<file path="src/rtl/fifo_arb_pkg.sv">
// Shared types and helpers for the FIFO write-port round-robin arbiter.
package fifo_arb_pkg;

  typedef enum logic {
    IDLE = 1'b0,
    LOCK = 1'b1
  } arb_state_t;

  function automatic int next_idx(input int idx, input int n);
    return (idx == n - 1) ? 0 : idx + 1;
  endfunction

endpackage

</file>
<file path="src/rtl/fifo_rr_arbiter_if.sv">
// Requester and FIFO-side signals of the arbiter; master = requesters/FIFO, slave = arbiter.
interface fifo_rr_arbiter_if #(
  parameter int NUM_REQ    = 4,
  parameter int DATA_WIDTH = 32
);
  import fifo_arb_pkg::*;

  localparam int ID_WIDTH = $clog2(NUM_REQ);

  logic [NUM_REQ-1:0]            req_valid;
  logic [NUM_REQ-1:0]            req_last;
  logic [NUM_REQ*DATA_WIDTH-1:0] req_data;
  logic [NUM_REQ-1:0]            req_ready;
  logic                          fifo_write_en;
  logic [DATA_WIDTH+ID_WIDTH-1:0] fifo_data_in;
  logic                          fifo_full;
  logic                          grant_valid;
  logic [ID_WIDTH-1:0]           grant_id;
  logic                          pkt_done;

  modport master (
    output req_valid, req_last, req_data, fifo_full,
    input  req_ready, fifo_write_en, fifo_data_in, grant_valid, grant_id, pkt_done
  );

  modport slave (
    input  req_valid, req_last, req_data, fifo_full,
    output req_ready, fifo_write_en, fifo_data_in, grant_valid, grant_id, pkt_done
  );

endinterface

</file>
<file path="src/rtl/fifo_rr_arbiter_rr_priority_pick.sv">
// Combinational rotating-priority encoder: first set req bit at or above ptr, wrapping at N.
module rr_priority_pick #(
  parameter int N = 4,
  parameter int W = $clog2(N)
) (
  input  logic [N-1:0] req,
  input  logic [W-1:0] ptr,
  output logic [W-1:0] idx,
  output logic         found
);

  int          sum;
  logic [W-1:0] cand;

  always_comb begin
    idx   = '0;
    found = 1'b0;
    sum   = 0;
    cand  = '0;
    for (int k = 0; k < N; k++) begin
      sum  = int'(ptr) + k;
      cand = (sum >= N) ? W'(sum - N) : W'(sum);
      if (!found && req[cand]) begin
        found = 1'b1;
        idx   = cand;
      end
    end
  end

endmodule

</file>
<file path="src/rtl/fifo_rr_arbiter.sv">
// Round-robin arbiter sharing one FIFO write port between packet requesters; beats tagged with source id.
//   state | meaning
//   IDLE  | no owner; arbitrate among valid requesters from rr_ptr
//   LOCK  | grant_id owns the FIFO until its last beat is accepted
module fifo_rr_arbiter
  import fifo_arb_pkg::*;
#(
  parameter int NUM_REQ    = 4,
  parameter int DATA_WIDTH = 32
) (
  input logic              clk,
  input logic              clr,
  fifo_rr_arbiter_if.slave bus
);

  localparam int ID_WIDTH = $clog2(NUM_REQ);

  arb_state_t          state, state_nxt;
  logic [ID_WIDTH-1:0] rr_ptr;
  logic [ID_WIDTH-1:0] grant_id;
  logic                grant_valid;
  logic                pkt_done;
  logic [ID_WIDTH-1:0] pick_idx;
  logic                pick_found;
  logic                sel_valid;
  logic                sel_last;
  logic                xfer;
  logic [DATA_WIDTH-1:0] payload [NUM_REQ];

  rr_priority_pick #(
    .N (NUM_REQ),
    .W (ID_WIDTH)
  ) u_pick (
    .req   (bus.req_valid),
    .ptr   (rr_ptr),
    .idx   (pick_idx),
    .found (pick_found)
  );

  always_comb begin
    for (int i = 0; i < NUM_REQ; i++) begin
      payload[i] = bus.req_data[i*DATA_WIDTH +: DATA_WIDTH];
    end
  end

  assign sel_valid        = bus.req_valid[grant_id];
  assign sel_last         = bus.req_last[grant_id];
  assign bus.fifo_data_in = {grant_id, payload[grant_id]};
  assign bus.grant_id     = grant_id;
  assign bus.grant_valid  = grant_valid;
  assign bus.pkt_done     = pkt_done;

  always_ff @(posedge clk or negedge clr) begin
    if (!clr) begin
      state       <= IDLE;
      rr_ptr      <= '0;
      grant_id    <= '0;
      grant_valid <= 1'b0;
      pkt_done    <= 1'b0;
    end else begin
      state    <= state_nxt;
      pkt_done <= xfer && sel_last;
      if (state == IDLE && pick_found) begin
        grant_id    <= pick_idx;
        grant_valid <= 1'b1;
      end else if (xfer && sel_last) begin
        grant_valid <= 1'b0;
        rr_ptr      <= ID_WIDTH'(next_idx(int'(grant_id), NUM_REQ));
      end
    end
  end

  // ready tracks only fifo_full so a requester with valid low still sees its slot held
  always_comb begin
    state_nxt         = state;
    bus.req_ready     = '0;
    bus.fifo_write_en = 1'b0;
    xfer              = 1'b0;
    unique case (state)
      IDLE: begin
        if (pick_found) state_nxt = LOCK;
      end
      LOCK: begin
        bus.req_ready[grant_id] = !bus.fifo_full;
        xfer                    = sel_valid && !bus.fifo_full;
        bus.fifo_write_en       = xfer;
        if (xfer && sel_last) state_nxt = IDLE;
      end
      default: state_nxt = IDLE;
    endcase
  end

endmodule

</file>
<file path="src/flat_wrapper.sv">
// flat-port wrapper written by rule: the top's interface ports become plain ports
module fifo_rr_arbiter_flat import fifo_arb_pkg::*;
#(
  parameter int NUM_REQ    = 4,
  parameter int DATA_WIDTH = 32
)
  (clk, clr, bus_req_valid, bus_req_last, bus_req_data, bus_fifo_full, bus_req_ready, bus_fifo_write_en, bus_fifo_data_in, bus_grant_valid, bus_grant_id, bus_pkt_done);
  fifo_rr_arbiter_if #(.NUM_REQ(NUM_REQ), .DATA_WIDTH(DATA_WIDTH)) bus_i ();
  input logic clk;
  input logic clr;
  input wire logic [$bits(bus_i.req_valid)-1:0] bus_req_valid;
  input wire logic [$bits(bus_i.req_last)-1:0] bus_req_last;
  input wire logic [$bits(bus_i.req_data)-1:0] bus_req_data;
  input wire logic [$bits(bus_i.fifo_full)-1:0] bus_fifo_full;
  output wire logic [$bits(bus_i.req_ready)-1:0] bus_req_ready;
  output wire logic [$bits(bus_i.fifo_write_en)-1:0] bus_fifo_write_en;
  output wire logic [$bits(bus_i.fifo_data_in)-1:0] bus_fifo_data_in;
  output wire logic [$bits(bus_i.grant_valid)-1:0] bus_grant_valid;
  output wire logic [$bits(bus_i.grant_id)-1:0] bus_grant_id;
  output wire logic [$bits(bus_i.pkt_done)-1:0] bus_pkt_done;
  assign bus_i.req_valid = bus_req_valid;
  assign bus_i.req_last = bus_req_last;
  assign bus_i.req_data = bus_req_data;
  assign bus_i.fifo_full = bus_fifo_full;
  assign bus_req_ready = bus_i.req_ready;
  assign bus_fifo_write_en = bus_i.fifo_write_en;
  assign bus_fifo_data_in = bus_i.fifo_data_in;
  assign bus_grant_valid = bus_i.grant_valid;
  assign bus_grant_id = bus_i.grant_id;
  assign bus_pkt_done = bus_i.pkt_done;
  fifo_rr_arbiter #(.NUM_REQ(NUM_REQ), .DATA_WIDTH(DATA_WIDTH)) u_core (.clk(clk), .clr(clr), .bus(bus_i));
endmodule
</file>
<file path="config.mk">
export PLATFORM = sky130hd
export DESIGN_NAME = fifo_rr_arbiter_flat
export DESIGN_NICKNAME = d
export VERILOG_FILES = /design/src/rtl/fifo_arb_pkg.sv /design/src/rtl/fifo_rr_arbiter_if.sv /design/src/rtl/fifo_rr_arbiter_rr_priority_pick.sv /design/src/rtl/fifo_rr_arbiter.sv /design/src/flat_wrapper.sv
export SDC_FILE = /design/constraint.sdc
export NUM_CORES = 1
export LEC_CHECK = 0
export CORE_MARGIN = 2
export CORE_UTILIZATION = 24
export CTS_BUF_LIST = sky130_fd_sc_hd__clkbuf_16
export DETAILED_ROUTE_END_ITERATION = 16
export GPL_ROUTABILITY_DRIVEN = 0
export PLACE_DENSITY = 0.81
export SETUP_SLACK_MARGIN = 0.3
export SKIP_LAST_GASP = 1
export SLEW_MARGIN = 10
export SYNTH_ARGS = -nofsm -noshare
export SYNTH_HDL_FRONTEND = slang
export SYNTH_SLANG_ARGS = --single-unit
</file>
<file path="constraint.sdc">
create_clock -name clk -period 2.4 [get_ports clk]
set_clock_uncertainty 0.2 [all_clocks]
set_input_delay 0.24 -clock clk [delete_from_list [all_inputs] [get_ports clk]]
set_output_delay 0.24 -clock clk [all_outputs]
set_load 0.02 [all_outputs]
</file>
==> results.md, run 1 <==
- The number of nets with antenna violations after routing is 0.
- After detailed routing, the number of remaining DRC violations is 0.
- Synthesis produced a netlist with a net count of 236.
- The via-per-instance ratio is 4.87.
- CTS placed an instance of sky130_fd_sc_hd__clkbuf_16 at the clock tree root.
- The predominant post-synthesis flop cell is sky130_fd_sc_hd__dfrtp_1.
- The synthesized netlist devotes 0% of its cell area to XOR and XNOR gates.
- The worst path in the final design needs a cycle of 2.18 ns, including I/O delays and setup.
- The total length of routed met2 wires is between 3000 and 4000 µm.
- After synthesis the cells add up to 1280 µm².
- The number of enable flip-flop cells after synthesis is 0.
- Dividing the synthesized area by the synthesized cell count gives roughly 14 µm².
- The simple logic cell fraction of the synthesized area is 9.20%.
- The insertion delay of the later-clocked pin in the worst-skew pair is between 0.2 and 0.25 ns.
- The worst setup slack for register-to-register paths is about 0.23 ns.
- The die width is 77.0 µm.
- After floorplanning, the core was divided into 26 placement rows.
- The TritonCTS clock tree is yes.
- The synthesized netlist devotes under 10% of its cell area to compound gates.
- Before antenna repair, the detailed router went through 4 iterations.
- Setup repair after global routing could not meet its margin everywhere.
- The post-route met1 wirelength is 2550 µm.
- The wire length after detailed routing is 6960 µm.
- The worst flop-to-flop path startpoint is u_core.bus.grant_id[0].
- The quantity of I/O buffers inserted on ports is 181.
- The number of cells in the finished layout apart from fillers is 361.
- The total die area is 5930 µm².
- The post-layout net count is 435.
- The violation count after the first detailed-route iteration is 79.
- The number of placed cells counting well taps is 342.
- The analysis attributes to cell leakage a power of 0.00136 µW.
- The start-to-end type of the worst setup path is flop to output pin.
- The post-synthesis register bit count is 7.
- Based on the critical path, the design can be clocked at up to 0.459 GHz.
- The vertical die dimension is between 70 and 80 µm.
- The clock passes through at most 2 buffers.
- The detailed placer's ending HPWL is 5460 µm.
- The type of the worst min-delay path is input pin to asynchronous set/reset pin.
- The first global-routing pass estimated 9980 µm of wire.
- For this configuration, the core starts out at a cell density of 24.9%.
- The sequential element share of the synthesized area is 13.7%.
- For the final routed database, the setup TNS stands at 0 ns.
- The post-synthesis mux area share is 63.7%.
- The portion of synthesized cell area occupied by the leading cell type is 58.1%.
- In the synthesized netlist the async set-or-reset flop fraction comes to 100%.
- The run finished with clean final reports.
- The critical path data arrival time is around 1.7 ns.
- The count of cell types in the netlist is 26.
- The pin count of the biggest net entering global routing is 21.
- Hold repair after CTS inserted 0 buffers.
- The worst relative slew slack is 67.9%.
- Setup violations remaining at the end of the flow were counted as 0.
- After layout, the worst path uses roughly 91% of the clock period.
- The power per cell area is 960 nW/µm².
- The number of antenna cells inserted is 0.
- The top cell type by total area after synthesis is sky130_fd_sc_hd__mux4_2.
- The total routing resource utilization after global routing is a little over a fifth.
- At the worst endpoint, the required time is 1.96 ns.
- After Yosys synthesis, full adders, half adders and majority gates account for 3.91% of the synthesized area.
- The initial antenna violation count was 0.
- The endpoint identified for the worst register-to-register timing path is u_core.rr_ptr[1].
- The number of max-cap violations is 0.
- The count of warnings emitted by yosys is 0.
- The final number of hold-violating endpoints is 0.
- The number of H-tree levels is 1.
- The element type at the critical path start is a flop.
- The total I/O pin count is 182.
- In the final layout, the share of cells above drive strength 1 is 34.0%.
- Summing internal, switching and leakage power gives 3220 µW.
- The clock sink count is 7.
- From synthesis to final layout, the design area changed by 162%.
- The highest metal layer used by the detailed router is met4.
- Cells fill 65.3% of the core in the end.
- The largest family of logic cells by synthesized area is multiplexers.
- For the pin with the worst max-slew slack, the measured transition is roughly 0.48 ns.
- The worst setup path is captured at an output pin.
- The number of global-route vias before repair is 1767.
- Counting cells, the worst reg-to-reg path comes to 5.
- The total congestion overflow is 0.
- In this run the worst path has a maximum fanout of 7.
- The final-report max-slew violation count came to 0.
- The average wire per cell in the routed design is ~19 µm.
- The routed length on met3 is 569 µm.
- The number of clock buffers added by TritonCTS is 3.
- The clock-pin transition on the worst setup and hold timing paths is 0.04 ns.
- The number of instances in the synthesized netlist is 93.
- The routed layout has ~1800 vias.
- After synthesis, the cell types taking the most area are sky130_fd_sc_hd__mux4_2 (58%), sky130_fd_sc_hd__dfrtp_1 (14%), sky130_fd_sc_hd__ha_1 (3.9%).
- The core box area is about 5000 µm².
- Across the VDD grid, the largest voltage drop is 0.651 mV.
Yosys cell counts (2+ instances only):
library cell               count
sky130_fd_sc_hd__nor2_1        7
sky130_fd_sc_hd__nor2b_1       2
sky130_fd_sc_hd__dfrtp_1       7
sky130_fd_sc_hd__a21oi_1       2
sky130_fd_sc_hd__mux4_2       33
sky130_fd_sc_hd__ha_1          4
sky130_fd_sc_hd__inv_1         3
sky130_fd_sc_hd__and2_1        4
sky130_fd_sc_hd__o21ai_0       2
sky130_fd_sc_hd__mux2i_1       3
sky130_fd_sc_hd__clkbuf_1      2
sky130_fd_sc_hd__buf_2         4
sky130_fd_sc_hd__buf_4         2
sky130_fd_sc_hd__nand2_1       5
sky130_fd_sc_hd__mux2_4        2
per-stage QoR:
step	hold WS, ns	worst slack [ns]	area (µm²)
finish	0.0745	0.221	3350
global route	0.106	0.178	3350
CTS	0.0842	0.171	3320
detailed placement	0.314	0.0755	3210
global placement	0.312	0.116	3210
floorplan	-0.256	0.280	1280
where the power goes:
part | switching (µW) | internal [µW]
logic | 1180 | 1500
clock network | 59.5 | 216
registers | 94.6 | 174
critical path: stages, from the launching register on:
cell and delay (ns):
sky130_fd_sc_hd__dfrtp_2 0.51, sky130_fd_sc_hd__buf_4 0.18, sky130_fd_sc_hd__clkbuf_16 0.14, sky130_fd_sc_hd__mux4_2 0.50
sky130_fd_sc_hd__clkbuf_2 0.17
per-layer routing:
metal | GRT usage [%] | up-vias
met1 | 24.6 | 856
li1 | - | 787
met5 | 0 | -
met2 | 40.5 | 100
met3 | 5.29 | 14
met4 | 4.11 | 0
worst max path at each step:
| stage | start | to | slack (ns) |
|---|---|---|---|
| after global placement | bus_req_valid[2] | u_core.rr_ptr[0] | 0.12 |
| after detailed placement | bus_req_valid[3] | u_core.rr_ptr[1] | 0.08 |
| after global routing | u_core.bus.grant_id[0] | u_core.rr_ptr[1] | 0.18 |
| final | u_core.bus.grant_id[0] | bus_fifo_data_in[6] | 0.22 |
| after floorplan | u_core.bus.grant_id[0] | u_core.rr_ptr[0] | 0.28 |
| after CTS | u_core.bus.grant_id[0] | bus_fifo_data_in[10] | 0.17 |
sequential cells by signal, summed over array words and instances (netlist names):
signal,cells
u_core.rr_ptr,2
u_core.bus.grant_valid,1
u_core.state,1
u_core.bus.grant_id,2
u_core.bus.pkt_done,1
timing repair:
item	in CTS	in global routing
cloned	1	3
endpoints found under the setup margin	40	35
buffers inserted	3	8
resized for setup	45	79
pin swaps	1	0
endpoints found under the hold margin	0	0
cells by family (layout without fill, tap and decap cells):
| family | after synthesis | count (layout) |
|---|---|---|
| adders and majority gates | 4 | 4 |
| buffers and inverters | 14 | 212 |
| DFF | 7 | 7 |
| AOI/OAI and AO/OA | 7 | 7 |
| muxes | 39 | 39 |
| and+or+nand+nor | 22 | 22 |
cell type report:
type | instances | area, µm²
timing repair buffer | 204 | 1960
fill | 425 | 1790
clock buffer | 3 | 75.1
inverter | 4 | 22.5
sequential | 7 | 178
multi-input combinational | 72 | 1030
clock inverter | 1 | 3.75
tap | 70 | 87.6
placed cells by master, fill, tap and decap left out, drive strengths merged, types with 2 or more instances in the layout:
cell type and count:
a21oi 2, and2 4, buf 25, clkbuf 33, clkdlybuf4s50 144, dfrtp 7
dlygate4sd2 4, ha 4, inv 5, mux2 3, mux2i 3, mux4 33
nand2 5, nor2 7, nor2b 2, o21ai 2
Power figures use the tool's default switching activity.
==> inputs of run 2 (changes only) <==
--- a/config.mk
+++ b/config.mk
@@ -12,7 +12,6 @@
 export GPL_ROUTABILITY_DRIVEN = 0
 export PLACE_DENSITY = 0.81
 export SETUP_SLACK_MARGIN = 0.3
-export SKIP_LAST_GASP = 1
 export SLEW_MARGIN = 10
 export SYNTH_ARGS = -nofsm -noshare
 export SYNTH_HDL_FRONTEND = slang
==> results of run 2 <==
Final layout, timing and power as in run 1 (identical DEF).
==> inputs of run 3 (changes only) <==
--- a/config.mk
+++ b/config.mk
@@ -5,14 +5,13 @@
 export SDC_FILE = /design/constraint.sdc
 export NUM_CORES = 1
 export LEC_CHECK = 0
-export CORE_MARGIN = 2
+export CORE_MARGIN = 10
 export CORE_UTILIZATION = 24
 export CTS_BUF_LIST = sky130_fd_sc_hd__clkbuf_16
 export DETAILED_ROUTE_END_ITERATION = 16
 export GPL_ROUTABILITY_DRIVEN = 0
 export PLACE_DENSITY = 0.81
 export SETUP_SLACK_MARGIN = 0.3
-export SLEW_MARGIN = 10
 export SYNTH_ARGS = -nofsm -noshare
 export SYNTH_HDL_FRONTEND = slang
 export SYNTH_SLANG_ARGS = --single-unit
==> run 3 against run 2 <==
Compared with the run above: count of clock-buffer cells in the layout did not move; maximum frequency rose by 1.2%; routed wire length rose by 21%; hold slack got worse by 0.011 ns; global-route usage fell by 3.8 points; highest routed layer unchanged.
==> results.md, run 3 (synthesis gave the netlist of run 1 again) <==
- The maximum clock frequency was 0.464 GHz (was 0.459 GHz).
- The detailed placer's ending HPWL came to 7250 µm (was 5460 µm).
- The number of antenna cells inserted was 0 (unchanged).
- The effective utilization at floorplan was 24.9% (unchanged).
- The start point of the critical path is u_core.bus.grant_id[0] (unchanged).
- The total congestion overflow is 0 (unchanged).
- The peak supply drop is 0.580 mV (was 0.651 mV).
- CP Cell Sequence: buf_12 > clkbuf_16 > buf_4 > mux4_2 > clkbuf_2 (was buf_4 > clkbuf_16 > mux4_2 > clkbuf_2).
- The number of nets with antenna violations after routing is 0 (unchanged).
- The length in cells of the worst reg-to-reg path came to 5 (unchanged).
- The busiest layer in global routing is met2 (unchanged).
- The post-layout net count is 441 (was 435).
- The number of buffers added to fix hold violations after cts came to 0 (unchanged).
- The maximum fanout along the worst path is 9 (was 7).
- The via-per-instance ratio is 4.76 (was 4.87).
- RSZ-0062 raised after global routing: true (unchanged).
- The clock tree root buffer cell was sky130_fd_sc_hd__clkbuf_16 (unchanged).
- The hold slack came to 0.0633 ns (was 0.0745 ns).
- The standby leakage power is 0.00140 µW (was 0.00136 µW).
- The number of core rows is 26 (unchanged).
- The die width is 93.0 µm (was 77.0 µm).
- The critical path data arrival time is 1.71 ns (was 1.74 ns).
- The total I/O pin count is 182 (unchanged).
- The insertion delay of the later-clocked pin in the worst-skew pair is 0.23 ns (about the same).
- The TritonCTS clock tree is yes (unchanged).
- Largest registers in the final layout: u_core.bus.grant_id x2, u_core.rr_ptr x2 (unchanged).
- The number of global-route vias before repair is 1850 (was 1767).
- The iteration count of the initial detailed-routing pass is 4 (unchanged).
- The worst setup slack for register-to-register paths was 0.29 ns (was 0.23 ns).
- The final worst-path cycle share is 89.7% (was 90.8%).
- The clock-pin transition on the worst setup and hold timing paths was 0.04 ns (about the same).
- The average wire per cell in the routed design came to 23.0 µm (was 19.3 µm).
- The standard cell with the maximum stage delay on the critical path is sky130_fd_sc_hd__mux4_2 (was sky130_fd_sc_hd__dfrtp_2).
- The combined buffer and inverter count along the critical path is 4 (was 3).
- The quantity of I/O buffers inserted on ports was 181 (unchanged).
- The final cell area excluding filler cells is 3400 µm² (was 3350 µm²).
- The instance area after placement is 3220 µm² (was 3210 µm²).
- The vertical die dimension is 93.0 µm (was 77.0 µm).
- The violation count after the first detailed-route iteration is 86 (was 79).
- The maximum number of buffers from clock root to sink is 2 (unchanged).
- The clock sink count is 7 (unchanged).
- The wire length of the first global-routing pass was 11700 µm (was 9980 µm).
- The pin count of the biggest net entering global routing is 22 (was 21).
- The post-route minimum period is 2.15 ns (was 2.18 ns).
- The most common cell after layout, fill and taps aside is sky130_fd_sc_hd__clkdlybuf4s50_1 (unchanged).
- The worst flop-to-flop path startpoint was u_core.bus.grant_id[0] (unchanged).
- The kind of cell adding the most delay to the critical path is buffers and inverters (was flip-flops).
- The endpoint type of the worst setup path is an output pin (unchanged).
- The initial antenna violation count is 0 (unchanged).
- The final-report max-slew violation count is 0 (unchanged).
- The number of clock buffers inserted by TritonCTS came to 3 (unchanged).
- The number of H-tree levels came to 1 (unchanged).
- The wire length after detailed routing is 8450 µm (was 6960 µm).
- The remaining routing DRC violations is 0 (unchanged).
- Top library cells by usage in the layout, fill and taps aside: sky130_fd_sc_hd__clkdlybuf4s50_1 (142), sky130_fd_sc_hd__mux4_2 (33), sky130_fd_sc_hd__clkbuf_2 (24) (was sky130_fd_sc_hd__clkdlybuf4s50_1 (144), sky130_fd_sc_hd__mux4_2 (33), sky130_fd_sc_hd__clkbuf_2 (28)).
- The met1 layer usage reported by global route is 18.6% (was 24.6%).
- The final number of hold-violating endpoints came to 0 (unchanged).
- The setup violation total in the final timing report is 0 (unchanged).
- The least setup slack across all paths after layout came to 0.246 ns (was 0.221 ns).
- The utilization of the core after routing is 66.2% (was 65.3%).
- The peak per-stage delay on the critical path is 0.48 ns (was 0.51 ns).
- The data required time at the worst endpoint is 1.96 ns (about the same).
- The start-to-end type of the worst setup path is flop to output pin (unchanged).
- The area overhead of the layout relative to synthesis was 166% (was 162%).
- The element type at the critical path start is a flop (unchanged).
- The worst relative slew slack is 67.3% (was 67.9%).
- The number of max-cap violations is 0 (unchanged).
- The global-route met3 utilization is 6.71% (was 5.29%).
- The worst reg2reg path endpoint is u_core.rr_ptr[1] (unchanged).
- The total routing resource utilization after global routing came to 17.6% (was 21.5%).
- The post-placement setup slack came to 0.0681 ns (was 0.0755 ns).
- The total die area was 8650 µm² (was 5930 µm²).
- Outcome: finished clean (unchanged).
- The fraction of layout instances using a drive strength above 1 was 35.0% (was 34.0%).
- The accumulated negative setup slack is 0 ns (unchanged).
- The overall via count from detail_route came to 1747 (was 1757).
- The global routing usage on met2 is 33.1% (was 40.5%).
- The transition at the pin with the smallest max-transition slack is 0.489 ns (was 0.479 ns).
- The core box area came to 5140 µm² (unchanged).
- The type of the worst min-delay path is input pin to asynchronous set/reset pin (unchanged).
- The power per cell area is 966 nW/µm² (was 960 nW/µm²).
[run 3: worst max-delay path by stage]
stage	endpoint	slack [ns]	cells past startpoint
2_1_floorplan	u_core.rr_ptr[0]	0.28	5
3_3_place_gp	u_core.rr_ptr[1]	0.16	5
3_5_place_dp	u_core.rr_ptr[1]	0.07	5
4_1_cts	bus_fifo_data_in[15]	0.22	3
5_1_grt	bus_fifo_data_in[26]	0.20	5
6_report	bus_fifo_data_in[20]	0.25	5
[run 3: area by class of cell]
type                            instances  area, µm²
Tap cell                               70       87.6
Fill cell                             440       1740
Clock inverter                          1       3.75
Clock buffer                            3       75.1
Sequential cell                         7        178
Multi-Input combinational cell         72       1030
Inverter                                4       27.5
Timing Repair Buffer                  210       2000
[run 3: worst reg2reg max path: cells and delay by family (launching register included)]
kind,cells,cell delay [ns]
mux,2,0.85
flops,1,0.45
simple gates,1,0.26
buf+inv,2,0.22
[run 3: what timing repair did]
item | CTS | global route
resized for setup | 62 | 53
pin swaps | 1 | 0
hold endpoints to repair | 0 | 0
setup buffers | 10 | 9
endpoints found under the setup margin | 39 | 32
gates cloned | 0 | 2
[run 3: stage by stage]
| stage | std cells | power [µW] |
|---|---|---|
| floorplan | 93 | 1710 |
| global placement | 342 | 2820 |
| detailed placement | 342 | 2850 |
| CTS | 356 | 3140 |
| global route | 367 | 3480 |
| finish | 367 | 3280 |
[run 3: metal layers]
metal | share of wire [%] | up-vias
li1 | - | 798
met5 | 0 | -
met4 | 0.82 | 0
met1 | 35 | 838
met3 | 9.8 | 7
met2 | 55 | 104
[run 3: power by group]
part	switching, µW	internal [µW]
logic	1220	1530
clock network	65.2	217
registers	76.5	174
total	1360	1920
